`src/rtl/f1_light_seq.sv`:
```
// ============================================================================
// f1_light_seq
// ----------------------------------------------------------------------------
// F1 start-light sequencer. A rising edge on trigger starts a run. The lamps
// light one per tick from the LSB up. When all lamps are lit they stay lit for
// a hold period. Then every lamp goes out and lights_out pulses for one cycle
// to start the downstream reaction timer.
//
// Optional feature (compile-time macro RANDOM_DELAY_EN):
//   defined   : hold length = HOLD_MIN + lfsr[RAND_BITS-1:0]. The value is
//               sampled on the FILL->HOLD cycle from a free-running 7-bit
//               Fibonacci LFSR (x^7 + x^6 + 1).
//   undefined : hold length = HOLD_MIN. No LFSR is built.
//
// Parameters:
//   N_LIGHTS   number of lamps (2..16)
//   HOLD_MIN   minimum hold length in ticks (>= 1)
//   RAND_BITS  LFSR bits added to HOLD_MIN when randomised (1..7)
//   SEED       LFSR reset value (non-zero)
//
// Ports:
//   clk        in   system clock; all state changes on the rising edge
//   rst_n      in   asynchronous active-low reset
//   en         in   tick enable; FILL/HOLD advance only when en=1
//   trigger    in   start request (level); its rising edge is detected inside
//   abort      in   synchronous cancel; returns to IDLE with no pulses
//   data_out   out  lamp vector, LSB = first lamp (registered)
//   cmd_seq    out  high while a run is active, FILL or HOLD (registered)
//   cmd_delay  out  one-cycle pulse on entry to HOLD (registered)
//   lights_out out  one-cycle pulse when the lamps go out after HOLD
//                   (registered; never pulses on abort or reset)
// ============================================================================
module f1_light_seq #(
    parameter int         N_LIGHTS  = 8,
    parameter int         HOLD_MIN  = 2,
    parameter int         RAND_BITS = 4,
    parameter logic [6:0] SEED      = 7'h01
) (
    input  logic                clk,
    input  logic                rst_n,
    input  logic                en,
    input  logic                trigger,
    input  logic                abort,
    output logic [N_LIGHTS-1:0] data_out,
    output logic                cmd_seq,
    output logic                cmd_delay,
    output logic                lights_out
);

    // The hold counter is sized for the largest possible hold length, so
    // loading it can never wrap.
    localparam int CNT_W = $clog2(HOLD_MIN + 2**RAND_BITS) + 1;

    localparam logic [N_LIGHTS-1:0] ALL_ONES   = {N_LIGHTS{1'b1}};
    localparam logic [N_LIGHTS-1:0] ALL_ZEROS  = {N_LIGHTS{1'b0}};
    localparam logic [N_LIGHTS-1:0] FIRST_LAMP = {{(N_LIGHTS-1){1'b0}}, 1'b1};
    localparam logic [CNT_W-1:0]    CNT_ZERO   = {CNT_W{1'b0}};
    localparam logic [CNT_W-1:0]    CNT_ONE    = {{(CNT_W-1){1'b0}}, 1'b1};
    localparam logic [CNT_W-1:0]    HOLD_BASE  = CNT_W'(HOLD_MIN);

    // ------------------------------------------------------------------------
    // Elaboration-time parameter range checks
    // ------------------------------------------------------------------------
    if ((N_LIGHTS < 2) || (N_LIGHTS > 16)) begin : g_bad_n_lights
        $error("f1_light_seq: N_LIGHTS=%0d outside 2..16", N_LIGHTS);
    end
    if ((RAND_BITS < 1) || (RAND_BITS > 7)) begin : g_bad_rand_bits
        $error("f1_light_seq: RAND_BITS=%0d outside 1..7", RAND_BITS);
    end
    if (HOLD_MIN < 1) begin : g_bad_hold_min
        $error("f1_light_seq: HOLD_MIN=%0d must be >= 1", HOLD_MIN);
    end
    if (SEED == 7'h00) begin : g_bad_seed
        $error("f1_light_seq: SEED must be non-zero");
    end

    // ------------------------------------------------------------------------
    // State encoding. The unused code 2'b11 is sent back to IDLE.
    // ------------------------------------------------------------------------
    typedef enum logic [1:0] {
        ST_IDLE = 2'd0,
        ST_FILL = 2'd1,
        ST_HOLD = 2'd2
    } state_t;

    state_t               state_r;
    state_t               state_nxt_s;
    logic                 trig_q_r;
    logic                 trig_rise_s;
    logic [CNT_W-1:0]     cnt_r;
    logic [CNT_W-1:0]     cnt_nxt_s;
    logic [CNT_W-1:0]     hold_len_s;
    logic [N_LIGHTS-1:0]  data_nxt_s;
    logic                 cmd_seq_nxt_s;
    logic                 cmd_delay_nxt_s;
    logic                 lights_out_nxt_s;

    // Edge detection runs every cycle and does not depend on en, so a rise
    // that arrives during a frozen tick period is still seen (and ignored).
    assign trig_rise_s = trigger & ~trig_q_r;

`ifdef RANDOM_DELAY_EN
    // ------------------------------------------------------------------------
    // Free-running hold-length randomiser
    // ------------------------------------------------------------------------
    logic [6:0] lfsr_r;

    // Advances a 7-bit Fibonacci LFSR with taps x^7 + x^6 + 1 by one step.
    function automatic logic [6:0] lfsr_next(input logic [6:0] cur);
        return {cur[5:0], cur[6] ^ cur[5]};
    endfunction

    // LFSR advances on every clock and ignores en, so the hold length also
    // depends on how long the tick source stalled.
    always_ff @(posedge clk or negedge rst_n) begin
        if (!rst_n) begin
            lfsr_r <= SEED;
        end else begin
            lfsr_r <= lfsr_next(lfsr_r);
        end
    end

    assign hold_len_s = HOLD_BASE + CNT_W'(lfsr_r[RAND_BITS-1:0]);
`else
    assign hold_len_s = HOLD_BASE;
`endif

    // ------------------------------------------------------------------------
    // State register: sequencer state, lamp vector, hold counter, trigger
    // history and the registered command outputs.
    // ------------------------------------------------------------------------
    always_ff @(posedge clk or negedge rst_n) begin
        if (!rst_n) begin
            state_r    <= ST_IDLE;
            data_out   <= ALL_ZEROS;
            cnt_r      <= CNT_ZERO;
            trig_q_r   <= 1'b0;
            cmd_seq    <= 1'b0;
            cmd_delay  <= 1'b0;
            lights_out <= 1'b0;
        end else begin
            state_r    <= state_nxt_s;
            data_out   <= data_nxt_s;
            cnt_r      <= cnt_nxt_s;
            trig_q_r   <= trigger;
            cmd_seq    <= cmd_seq_nxt_s;
            cmd_delay  <= cmd_delay_nxt_s;
            lights_out <= lights_out_nxt_s;
        end
    end

    // ------------------------------------------------------------------------
    // Next-state logic. Abort has top priority. A new trigger is accepted in
    // IDLE whatever en is. FILL and HOLD move only on ticks.
    // ------------------------------------------------------------------------
    always_comb begin
        state_nxt_s = state_r;
        data_nxt_s  = data_out;
        cnt_nxt_s   = cnt_r;

        if (abort) begin
            state_nxt_s = ST_IDLE;
            data_nxt_s  = ALL_ZEROS;
            cnt_nxt_s   = CNT_ZERO;
        end else begin
            case (state_r)
                ST_IDLE: begin
                    cnt_nxt_s = CNT_ZERO;
                    if (trig_rise_s) begin
                        state_nxt_s = ST_FILL;
                        data_nxt_s  = FIRST_LAMP;
                    end else begin
                        data_nxt_s  = ALL_ZEROS;
                    end
                end

                ST_FILL: begin
                    if (en) begin
                        if (data_out == ALL_ONES) begin
                            // Lamps stay fully lit. The hold length is taken
                            // at this moment.
                            state_nxt_s = ST_HOLD;
                            cnt_nxt_s   = hold_len_s;
                        end else begin
                            data_nxt_s  = {data_out[N_LIGHTS-2:0], 1'b1};
                        end
                    end else begin
                        state_nxt_s = ST_FILL;
                    end
                end

                ST_HOLD: begin
                    if (en) begin
                        if (cnt_r == CNT_ONE) begin
                            state_nxt_s = ST_IDLE;
                            data_nxt_s  = ALL_ZEROS;
                            cnt_nxt_s   = CNT_ZERO;
                        end else begin
                            cnt_nxt_s   = cnt_r - CNT_ONE;
                        end
                    end else begin
                        state_nxt_s = ST_HOLD;
                    end
                end

                default: begin
                    state_nxt_s = ST_IDLE;
                    data_nxt_s  = ALL_ZEROS;
                    cnt_nxt_s   = CNT_ZERO;
                end
            endcase
        end
    end

    // ------------------------------------------------------------------------
    // Output logic. It decodes the transition being taken so that the
    // registered pulses line up with the state change.
    // ------------------------------------------------------------------------
    always_comb begin
        cmd_seq_nxt_s    = 1'b0;
        cmd_delay_nxt_s  = 1'b0;
        lights_out_nxt_s = 1'b0;

        if ((state_nxt_s == ST_FILL) || (state_nxt_s == ST_HOLD)) begin
            cmd_seq_nxt_s = 1'b1;
        end else begin
            cmd_seq_nxt_s = 1'b0;
        end

        if ((state_r == ST_FILL) && (state_nxt_s == ST_HOLD)) begin
            cmd_delay_nxt_s = 1'b1;
        end else begin
            cmd_delay_nxt_s = 1'b0;
        end

        // An abort out of HOLD must not look like a completed hold.
        if ((state_r == ST_HOLD) && (state_nxt_s == ST_IDLE) && !abort) begin
            lights_out_nxt_s = 1'b1;
        end else begin
            lights_out_nxt_s = 1'b0;
        end
    end

endmodule

```
`config.mk`:
```
export PLATFORM = sky130hd
export DESIGN_NAME = f1_light_seq
export DESIGN_NICKNAME = d
export VERILOG_FILES = /design/src/rtl/f1_light_seq.sv
export SDC_FILE = /design/constraint.sdc
export NUM_CORES = 1
export LEC_CHECK = 0
export ABC_AREA = 1
export BUFFER_PORTS_ARGS = -buffer_cell sky130_fd_sc_hd__buf_4
export CAP_MARGIN = 20
export CORE_UTILIZATION = 25
export DETAILED_ROUTE_END_ITERATION = 8
export GPL_TIMING_DRIVEN = 0
export PLACE_DENSITY = 0.51
export SETUP_SLACK_MARGIN = 0.05
export SLEW_MARGIN = 20
export SYNTH_ARGS = -nofsm -noshare
export SYNTH_HDL_FRONTEND = slang
export SYNTH_SLANG_ARGS = --single-unit
export TNS_END_PERCENT = 30
```
`constraint.sdc`:
```
create_clock -name clk -period 2.25 [get_ports clk]
set_clock_uncertainty 0.15 [all_clocks]
set_input_delay 0.45 -clock clk [delete_from_list [all_inputs] [get_ports clk]]
set_output_delay 0.45 -clock clk [all_outputs]
set_load 0.02 [all_outputs]
```
# After elaboration in Yosys (flattened, before gate mapping)
# Cells that the tools add are included.
[word_totals] register_bits=20 wordCells=53 output_inout_bits=11 input_bits=5
[op_classes] n_mux=23 n_eq_ne=11 add_sub_neg=1 bitwise_logic=2 reduce_logical=9
[ops] op="8-bit two-way mux" n=5
[ops] op="6-bit two-way mux" n=5
[ops] op="8-bit one-hot mux with 3 select lines" n=1
[ops] op="3-bit != test (second input constant)" n=5
[ops] op="2-bit two-way mux" n=6
[ops] op="6-bit one-hot mux with 2 select lines" n=1
[ops] op="8-bit == test (second input constant)" n=1
[ops] op="6-bit by 1-bit == test with 1-bit output (second input constant)" n=1
[ops] op="2-bit one-hot mux with 3 select lines" n=1
[ops] op="6-bit by 1-bit subtractor with 6-bit output (second input constant)" n=1
[ops] op="2-bit by 1-bit == test with 1-bit output (second input constant)" n=2
[ops] op="2-bit == test (second input constant)" n=2
[ops] op="2-bit logical NOT" n=2
[ops] op="1-bit two-way mux" n=4
[ops] op="4-bit AND reduction" n=1
[ops] op="1-bit logical AND" n=3
[ops] op="3-bit AND reduction" n=1
[ops] op="1-bit bitwise AND" n=1
[ops] op="1-bit logical NOT" n=1
[ops] op="1-bit logical OR" n=1
[ops] op="1-bit NOT" n=1

# Depth between registers and ports, before layout
# Gate-level depths: netlist of run 1.
[logic_depth] ltp_word=9 mapped_depth=12 ltp_nobuf=12

# Worst setup path before layout of run 1
# OpenSTA, ideal clock, no wires.
[synth_timing] path_type="register -> register" start="reg state_r[0]" end="reg cnt_r[3]" synth_period_minus_slack_ns=1.700 setup_slack_ns=0.550 t_required_ns=1.979 arrival_time_ns=1.429 path_buffers=0 setup_time_ns=0.121 stages_incl_launch_ff=8 path_cell_list="dfrtp_1 -> inv_1 -> ha_1 -> o21ai_2 -> a21boi_4 -> inv_2 -> nand2_1 -> o21ai_1"
[synth_between] elab_chain_cells=3 elab_cells_between_ends=8 classes_between="eq/ne (5); mux (2); reduce/logical (1)"
[synth_rtl] element="start: declaration" line_no="86" rtl="state_t state_r;"
[synth_rtl] element="start signal: assignment" line_no="142" rtl="state_r <= state_nxt_s;"
[synth_rtl] element="2-bit by 1-bit == test with 1-bit output or 2-bit == test (tied branches)" line_no="166" rtl="case (state_r)"
[synth_rtl] element="3-bit != test (no source line) or 6-bit one-hot mux with 2 select lines (tied branches)"
[synth_rtl] element="3-bit AND reduction (no source line) or 6-bit two-way mux (tied branches)"
[synth_rtl] element="end signal: assignment" line_no="144" rtl="cnt_r <= cnt_nxt_s;"
[synth_rtl] element="end: declaration" line_no="90" rtl="logic [CNT_W-1:0] cnt_r;"
# Parallel ways exist; a longest one is shown, timed or not.
# A chain may end at the register's enable or synchronous reset.

# Worst setup path in the final report of run 1
[layout_timing] start="reg state_r[0]" end="reg cnt_r[1]"
# Same word-level chain as after synthesis.

==> results of run 1 <==
-- worst max path at each step --
stage / startpoint / end / slack, ps / cells past startpoint
CTS: state_r[0]$_DFF_PN0_ / cnt_r[3]$_DFFE_PN0P_ / 300 / 7
global placement: state_r[0]$_DFF_PN0_ / cnt_r[3]$_DFFE_PN0P_ / 330 / 7
global route: state_r[0]$_DFF_PN0_ / cnt_r[3]$_DFFE_PN0P_ / 170 / 7
finish: state_r[0]$_DFF_PN0_ / cnt_r[1]$_DFFE_PN0P_ / 310 / 7
detailed placement: state_r[0]$_DFF_PN0_ / cnt_r[3]$_DFFE_PN0P_ / 310 / 7
floorplan: state_r[0]$_DFF_PN0_ / cnt_r[3]$_DFFE_PN0P_ / 550 / 7
-- per-layer routing --
metal	share of wire, %	wire [um]
met5	0	0
met4	0.94	23
met3	3.7	91
met2	44	1080
met1	51	1250
-- placed cells by master, fill, tap and decap left out, drive strengths merged --
master,count
a21boi,1
nand4,2
buf,16
dlygate4sd3,1
dfrtp,20
xor2,2
a21oi,1
ha,8
clkbuf,4
o21ai,15
nor2,18
inv,20
nand3,16
nand2,49
-- sequential cells by signal (all words and copies together), names as in the netlist --
| register | cells |
|---|---|
| cnt_r | 6 |
| cmd_delay | 1 |
| cmd_seq | 1 |
| trig_q_r | 1 |
| data_out | 8 |
| state_r | 2 |
| lights_out | 1 |
-- what timing repair did --
action,in CTS,in global routing
gates resized for setup,0,0
endpoints found under the hold margin,20,0
buffers inserted,0,0
hold buffers,1,0
-- power groups by stage --
stage	Clock, mW	Sequential, mW	Combinational [mW]
after floorplan	0	0.391	0.0843
after global placement	0	0.387	0.130
after detailed placement	0	0.387	0.130
after CTS	0.295	0.380	0.131
after global routing	0.307	0.382	0.147
final	0.276	0.380	0.128
-- cell families (layout without fill, tap and decap cells) --
family / count (synthesis) / after routing / share of synthesized area, %
AND/OR/NAND/NOR: 85 / 85 / 31.7
flip-flops: 20 / 20 / 40.1
buffers and inverters: 22 / 41 / 8.22
adder cells (fa/ha/maj): 8 / 8 / 8.02
AO/OA/AOI/OAI: 17 / 17 / 10.6
XOR/XNOR: 2 / 2 / 1.40
-- layout make-up --
cell class	count	share of cell area (%)
Multi-Input combinational cell	112	43.0
Sequential cell	20	33.3
Timing Repair Buffer	15	7.66
Tap cell	67	5.58
Inverter	20	5.00
Clock buffer	4	3.66
Buffer	2	1.83
-- metrics by stage --
| step | hold WS [ps] | setup WS (ps) |
|---|---|---|
| 2_1_floorplan | 4.41 | 550 |
| 3_3_place_gp | 204 | 328 |
| 3_5_place_dp | 203 | 314 |
| 4_1_cts | 152 | 304 |
| 5_1_grt | 146 | 170 |
| 6_report | 163 | 307 |
==> metrics.txt, run 1 <==
crit path max fanout 7; Distinct cells, synth 21; Most Crowded Layer GR met2; top_reg_cell synth dfrtp_1; sw frac 26.9%; leak pwr 0.768 nW; worst path bufs/invs 2; Root Driver clkbuf_8; Seq cells post-synth 20; layout cell share with drive strength beyond 1 24.3%; full die area 5280 um2; Worst R2R Path Depth 7; Hold Path Cell Cnt 1; Antenna Diode Count 0; Worst setup EP type register; global-route usage over all layers 10.8%; deepest clock path buffer count 2; M2 GR Usage 17.8%; Tmin final 1940 ps; die width 72.7 um; Async S/R FF share, synth 100%; fin area 1500 um2; power density over the cells 522 nW/um2; outcome finished clean; clk slew on worst S/H paths 80 ps; Flop pwr share 48.4%; routed vias 979; Final Setup Violations 0; Area contributors post-synth dfrtp_1 (40%), nand2_1 (14%), ha_1 (8.0%), o21ai_2 (6.3%), nand3_1 (5.2%); GP Congestion 0.797; WP data required 2250 ps; area grow syn2layout 20.3%; Pwr Total 784 uW; Post-synth top cells nand2_1 (46), dfrtp_1 (20), inv_1 (17); Max stage delay on crit path 440 ps; Starting Density 26.3%; Std-Cell Core Area 4750 um2; # nets final 187; sequential area share after synthesis 40.1%; area leader, netlist dfrtp_1; Reg area 500 um2; area of the multi-input gates 646 um2; cell area after synthesis 1250 um2; clk_lat worst skew 260 ps; cts bufs inserted 3; Rel. slew slack 78.5%; first-pass GRT wire length 4.42 mm; most numerous cell in the Yosys netlist nand2_1; # fillers 536; # H-tree levels 1; Psw 211 uW; TritonCTS clock tree done; CP cell instances inv_1, ha_1, o21ai_2, a21boi_4, inv_2, nand2_1, o21ai_1; worst hold start trigger; drt via density 4.08; drt initial violations 22; worst slew pin tran 323 ps; dpl cells 235; vias in the first global route 977; Startpoint Class register; Die H 72.7 um; DRC Markers 0; worst min-delay path category in2reg; Clock Power Share 35.2%; EDFF count, synth 0; FMAX 0.515 GHz; P_int 573 uW; Avg Inst Size Synth 8.11 um2; Initial DRT Pass Iterations 4; Finished Layout Cells 240; Hold EP trig_q_r$_DFF_PN0_; YS warnings 0; Antenna Nets Post-Route 0; worst flop-to-flop path endpoint cnt_r[1]$_DFFE_PN0P_; Slew Limit Fails 0; Critical Setup Path Class reg2reg; final hold vios 0; VDD IR max 0.000218 V; routed len/inst 10.2 um; FF-to-FF setup slack 310 ps; initial antenna violation count 0; global route overflow 0; final core utilization 31.6%; Cell Rows 25; Detailed Route WL 2.45 mm; largest net degree at the start of global routing 21; Tcrit/Tclk final 86.4%; syn_nets 167; clock sink count 20; met3 GRT Util 2.90%; Worst path slowest cell dfrtp_1; Top delay family on crit path compound AO/OA/AOI/OAI gates; combinational share of power 16.4%; routing usage on met1 14.0%; RSZ-0062 raised after global routing no; port bufs 14; MaxCap Viol Count 0; Top-Level Pins 16; Synth top area share 40.1%; Worst R2R Start state_r[0]$_DFF_PN0_; Cells after Synth 154; placed cell area 1440 um2; setup TNS 0 ps; Worst EP arrival 1940 ps; DP HPWL 1.84 mm
No activity file was read; power rests on OpenSTA's default activity.
==> run 2, diff against run 1 <==
- ABC_AREA: 1 -> unset
==> metrics.txt, run 2 <==
Post-synth top cells dfrtp_1 (20), a22o_1 (8), ha_1 (8), o21ai_0 (8), inv_1 (7); # nets final 137; YS warnings 0; Slew Limit Fails 0; Worst R2R Path Depth 6; # H-tree levels 1; deepest clock path buffer count 2; Tcrit/Tclk final 92.9%; Antenna Nets Post-Route 0; Critical Setup Path Class reg2reg; clk slew on worst S/H paths 80 ps; cell area after synthesis 1130 um2; syn_nets 116; VDD IR max 0.000334 V; die width 69.2 um; area grow syn2layout 23.9%; leading cell type in the layout, fill and taps excluded dfrtp_1; Max stage delay on crit path 440 ps; Die H 69.2 um; MaxCap Viol Count 0; clock sink count 20; Distinct cells, synth 38; EDFF count, synth 0; vias in the first global route 900; outcome finished clean; RSZ-0062 raised after global routing yes; # fillers 438; first-pass GRT wire length 4.32 mm; Worst setup EP type register; crit path max fanout 5; TritonCTS clock tree done; GP Congestion 0.878; Std-Cell Core Area 4350 um2; global route overflow 0; Cell Rows 24; most frequent cells in the layout dfrtp_1 (19), buf_4 (15), a22o_1 (8), o21ai_0 (8), inv_1 (7); Hold Path Cell Cnt 1; Synth top area share 44.3%; Detailed Route WL 2.38 mm; drt via density 5.07; Root Driver clkbuf_8; Seq cells post-synth 20; FMAX 0.478 GHz; worst slew pin tran 427 ps; max FFs per register 8; Rel. slew slack 71.4%; Most flops, register data_out; global-route usage over all layers 11.3%; worst min-delay path category in2reg; Antenna Diode Count 0; initial antenna violation count 0; Final Setup Violations 0; placed cell area 1310 um2; DRC Markers 0; drt initial violations 29; Top-Level Pins 16; routed vias 887; Async S/R FF share, synth 100%; power density over the cells 544 nW/um2; Pwr Total 762 uW; Tmin final 2090 ps; Cells after Synth 103; CP cell instances inv_1, ha_1, nand3b_1, a21oi_2, or3b_4, o311ai_4; largest net degree at the start of global routing 21; fin area 1400 um2; port bufs 15; area leader, netlist dfrtp_1; Reg area 502 um2; Worst path slowest cell or3b_4; leak pwr 0.672 nW; Starting Density 25.9%; routed len/inst 13.6 um; top_reg_cell synth dfrtp_1; postcts setup bufs 0; Area contributors post-synth dfrtp_1 (44%), ha_1 (8.9%), a22o_1 (6.2%), o21ai_0 (3.5%), inv_1 (2.3%); area of the multi-input gates 618 um2; DP HPWL 1.68 mm; Top Registers data_out x8, cnt_r x6, state_r x2; WP data required 2270 ps; sequential area share after synthesis 44.3%; cts bufs inserted 3; most numerous cell in the Yosys netlist dfrtp_1; layout cell share with drive strength beyond 1 27.6%; final hold vios 0; clk_lat worst skew 260 ps; Initial DRT Pass Iterations 4; Avg Inst Size Synth 11.0 um2; full die area 4790 um2; Worst EP arrival 2110 ps; Startpoint Class register
-- run 2: cell types whose count changed after synthesis, moves of 3 or more --
| cell | delta |
|---|---|
| nand2_1 | -43 |
| nand3_1 | -11 |
| inv_1 | -10 |
| nor2_1 | -10 |
| o21ai_2 | -9 |
| a22o_1 | +8 |
| a21oi_1 | +4 |
| o21ai_0 | +4 |
| inv_2 | -3 |
| nand2_2 | -3 |
| nand2b_1 | +3 |
| o31ai_1 | +3 |
-- run 2: cell type report --
class / count / share of cell area (%)
Multi-Input combinational cell: 75 / 44.1
Tap cell: 52 / 4.65
Buffer: 1 / 0.804
Timing Repair Buffer: 16 / 8.76
Sequential cell: 20 / 35.8
Clock buffer: 4 / 3.93
Inverter: 7 / 1.88
-- run 2: stage by stage --
step / hold slack (ps) / setup WS [ps] / instances / utilization (%) / setup TNS, ps
floorplan: 4.41 / 276 / 103 / - / 0
global placement: 199 / -20.5 / 170 / 30.0 / -20.5
detailed placement: 201 / -33.2 / 170 / 30.0 / -33.2
CTS: 148 / 52.7 / 175 / 31.6 / 0
global route: 143 / 41.8 / 175 / 32.2 / 0
finish: 157 / 160 / 175 / 32.2 / 0
-- run 2: worst max-delay path: cells and delay by family, from the launching register on --
kind	cells	cell delay [ps]
AO/OA/AOI/OAI	2	430
adder cells (fa/ha/maj)	1	300
buffers and inverters	1	80
flip-flops	1	420
AND/OR/NAND/NOR	2	610
-- run 2: what timing repair did --
item | in CTS | in global routing
endpoints found under the hold margin | 20 | 0
endpoints found under the setup margin | 3 | 16
hold buffers | 1 | 0
gates resized for setup | 1 | 6
gates cloned | 0 | 0
pin swaps | 0 | 0
-- run 2: kinds of logic after synthesis --
group,count (synthesis),synth area share [%]
flops,20,44.3
fa+ha+maj,8,8.86
buf+inv,8,3.32
compound gates,37,25.5
simple gates,30,18.1
-- run 2: layer usage --
metal  GRT usage, %  up-vias  part of all wire [%]
li1               -      426                     -
met2           17.2       21                    45
met4           4.31        0                   2.3
met3           3.78        8                   3.2
met1           14.8      432                    49
met5              0        -                     0
-- run 2: final timing paths --
path	endpoint	slack, ps	from
worst max-delay path	cnt_r[3]$_DFFE_PN0P_	160	state_r[1]$_DFF_PN0_
max in group asynchronous	state_r[0]$_DFF_PN0_	1260	rst_n
worst min register to register	cnt_r[5]$_DFFE_PN0P_	370	cnt_r[5]$_DFFE_PN0P_
min in group asynchronous	cnt_r[1]$_DFFE_PN0P_	450	rst_n
worst max register to register	cnt_r[3]$_DFFE_PN0P_	160	state_r[1]$_DFF_PN0_
worst min-delay path	trig_q_r$_DFF_PN0_	160	trigger
-- run 2: power by group --
group	internal, mW	total [mW]	switching (mW)
logic	0.0420	0.103	0.0614
registers	0.369	0.378	0.00970
clock network	0.156	0.280	0.124
==> run 3, diff against run 2 <==
- CELL_PAD_IN_SITES_DETAIL_PLACEMENT: unset -> 1
- CELL_PAD_IN_SITES_GLOBAL_PLACEMENT: unset -> 2
- PLACE_DENSITY: 0.51 -> 0.67
==> metrics.txt, run 3 (synthesis gave the netlist of run 2 again) <==
fin area 1440 um2; die width 69.2 um; Max stage delay on crit path 440 ps; Hold Path Cell Cnt 1; Cell Rows 24; most frequent cells in the layout buf_4 (21), dfrtp_1 (19), a22o_1 (8), o21ai_0 (8), inv_1 (7); full die area 4790 um2; routed len/inst 15.3 um; DP HPWL 1.97 mm; FF-to-FF setup slack 80 ps; Detailed Route WL 2.76 mm; FMAX 0.461 GHz; Worst R2R Start state_r[1]$_DFF_PN0_; drt initial violations 55; # fillers 483; Worst setup EP type register; first-pass GRT wire length 4.64 mm; global route overflow 0; VDD IR max 0.000294 V; cts bufs inserted 3; Die H 69.2 um; clk slew on worst S/H paths 70 ps; clock sink count 20; Critical Setup Path Class reg2reg; outcome finished clean; final core utilization 33.1%; largest net degree at the start of global routing 21; WP data required 2250 ps; met3 GRT Util 3.49%; Initial DRT Pass Iterations 4; # H-tree levels 1; Worst R2R Path Depth 8; Rel. slew slack 78.2%; MaxCap Viol Count 0; setup TNS 0 ps; Root Driver clkbuf_8; layout cell share with drive strength beyond 1 31.3%; Tcrit/Tclk final 96.4%; port bufs 15; Startpoint Class register; max FFs per register 8; routed vias 912; placed cell area 1310 um2; Starting Density 25.9%; Antenna Nets Post-Route 0; initial antenna violation count 0; Final Setup Violations 0; leak pwr 0.697 nW; Std-Cell Core Area 4350 um2; deepest clock path buffer count 2; Top Registers data_out x8, cnt_r x6, state_r x2; routing usage on met1 16.0%; worst hold start trigger; final hold vios 0; crit path max fanout 9; DRC Markers 0; WHS 164 ps; M2 GR Usage 20.4%; leading cell type in the layout, fill and taps excluded buf_4; GP Congestion 0.795; Worst path slowest cell dfrtp_1; Antenna Diode Count 0; worst flop-to-flop path endpoint lights_out$_DFF_PN0_; Top-Level Pins 16; CP cell instances inv_1, ha_2, and2_1, nor3b_1, o22ai_1, a21o_1, ha_1, and3_1; Slew Limit Fails 0; global-route usage over all layers 12.3%; worst min-delay path category in2reg; Hold EP trig_q_r$_DFF_PN0_; area grow syn2layout 27.5%; Worst EP arrival 2170 ps; Most flops, register data_out; TritonCTS clock tree done; Most Crowded Layer GR met2; drt via density 5.07; power density over the cells 508 nW/um2; Finished Layout Cells 180; clk_lat worst skew 260 ps; worst slew pin tran 327 ps; # nets final 143; dpl cells 170; vias in the first global route 945; Tmin final 2170 ps
==> run 3: worst max path at each step <==
| stage | startpoint | endpoint | slack (ps) | depth (start not counted) |
|---|---|---|---|---|
| 6_report | state_r[1]$_DFF_PN0_ | lights_out$_DFF_PN0_ | 80 | 8 |
| 3_5_place_dp | state_r[0]$_DFF_PN0_ | lights_out$_DFF_PN0_ | -40 | 7 |
| 5_1_grt | state_r[1]$_DFF_PN0_ | lights_out$_DFF_PN0_ | -40 | 8 |
| 2_1_floorplan | state_r[0]$_DFF_PN0_ | lights_out$_DFF_PN0_ | 280 | 7 |
| 4_1_cts | state_r[0]$_DFF_PN0_ | cnt_r[3]$_DFFE_PN0P_ | 70 | 6 |
| 3_3_place_gp | state_r[0]$_DFF_PN0_ | lights_out$_DFF_PN0_ | 1 | 7 |
==> run 3: power by group <==
part	internal (mW)	total [mW]	switching, mW
logic	0.0482	0.115	0.0664
clock network	0.119	0.238	0.119
registers	0.369	0.379	0.00985
total	0.536	0.732	0.195
==> run 3: per-stage QoR <==
step	power, mW	worst slack (ps)
global placement	0.486	1.10
CTS	0.742	66.4
floorplan	0.445	276
detailed placement	0.489	-43.8
global route	0.776	-39.8
finish	0.732	80.4
==> run 3: area by class of cell <==
cell class              instances  area [um2]  area share (%)
well taps                      52        65.1            4.52
repair buffers                 22         168            11.6
clock buffers                   3        41.3            2.87
multi-input cells              75         627            43.5
plain buffers                   1        11.3           0.782
inverters                       7        26.3            1.82
flip-flops and latches         20         502            34.8
==> run 3: what timing repair did <==
item                       4_1_cts  5_1_grt
pin swaps                        0        1
gates resized for setup          2        7
buffers inserted                 0        6
setup endpoints to repair       13       16
hold endpoints to repair        20        0
hold buffers                     1        0
==> run 3: routing by layer <==
| metal | vias up | part of all wire [%] |
|---|---|---|
| li1 | 438 | - |
| met1 | 461 | 47 |
| met2 | 11 | 50 |
| met3 | 2 | 2.5 |
| met4 | 0 | 0.69 |
| met5 | - | 0 |
==> run 3: worst max-delay path: cells and delay by family, from the launching register on <==
family,cells,cell delay [ps]
fa+ha+maj,2,460
flops,1,440
simple gates,3,560
buf+inv,1,100
compound gates,2,350
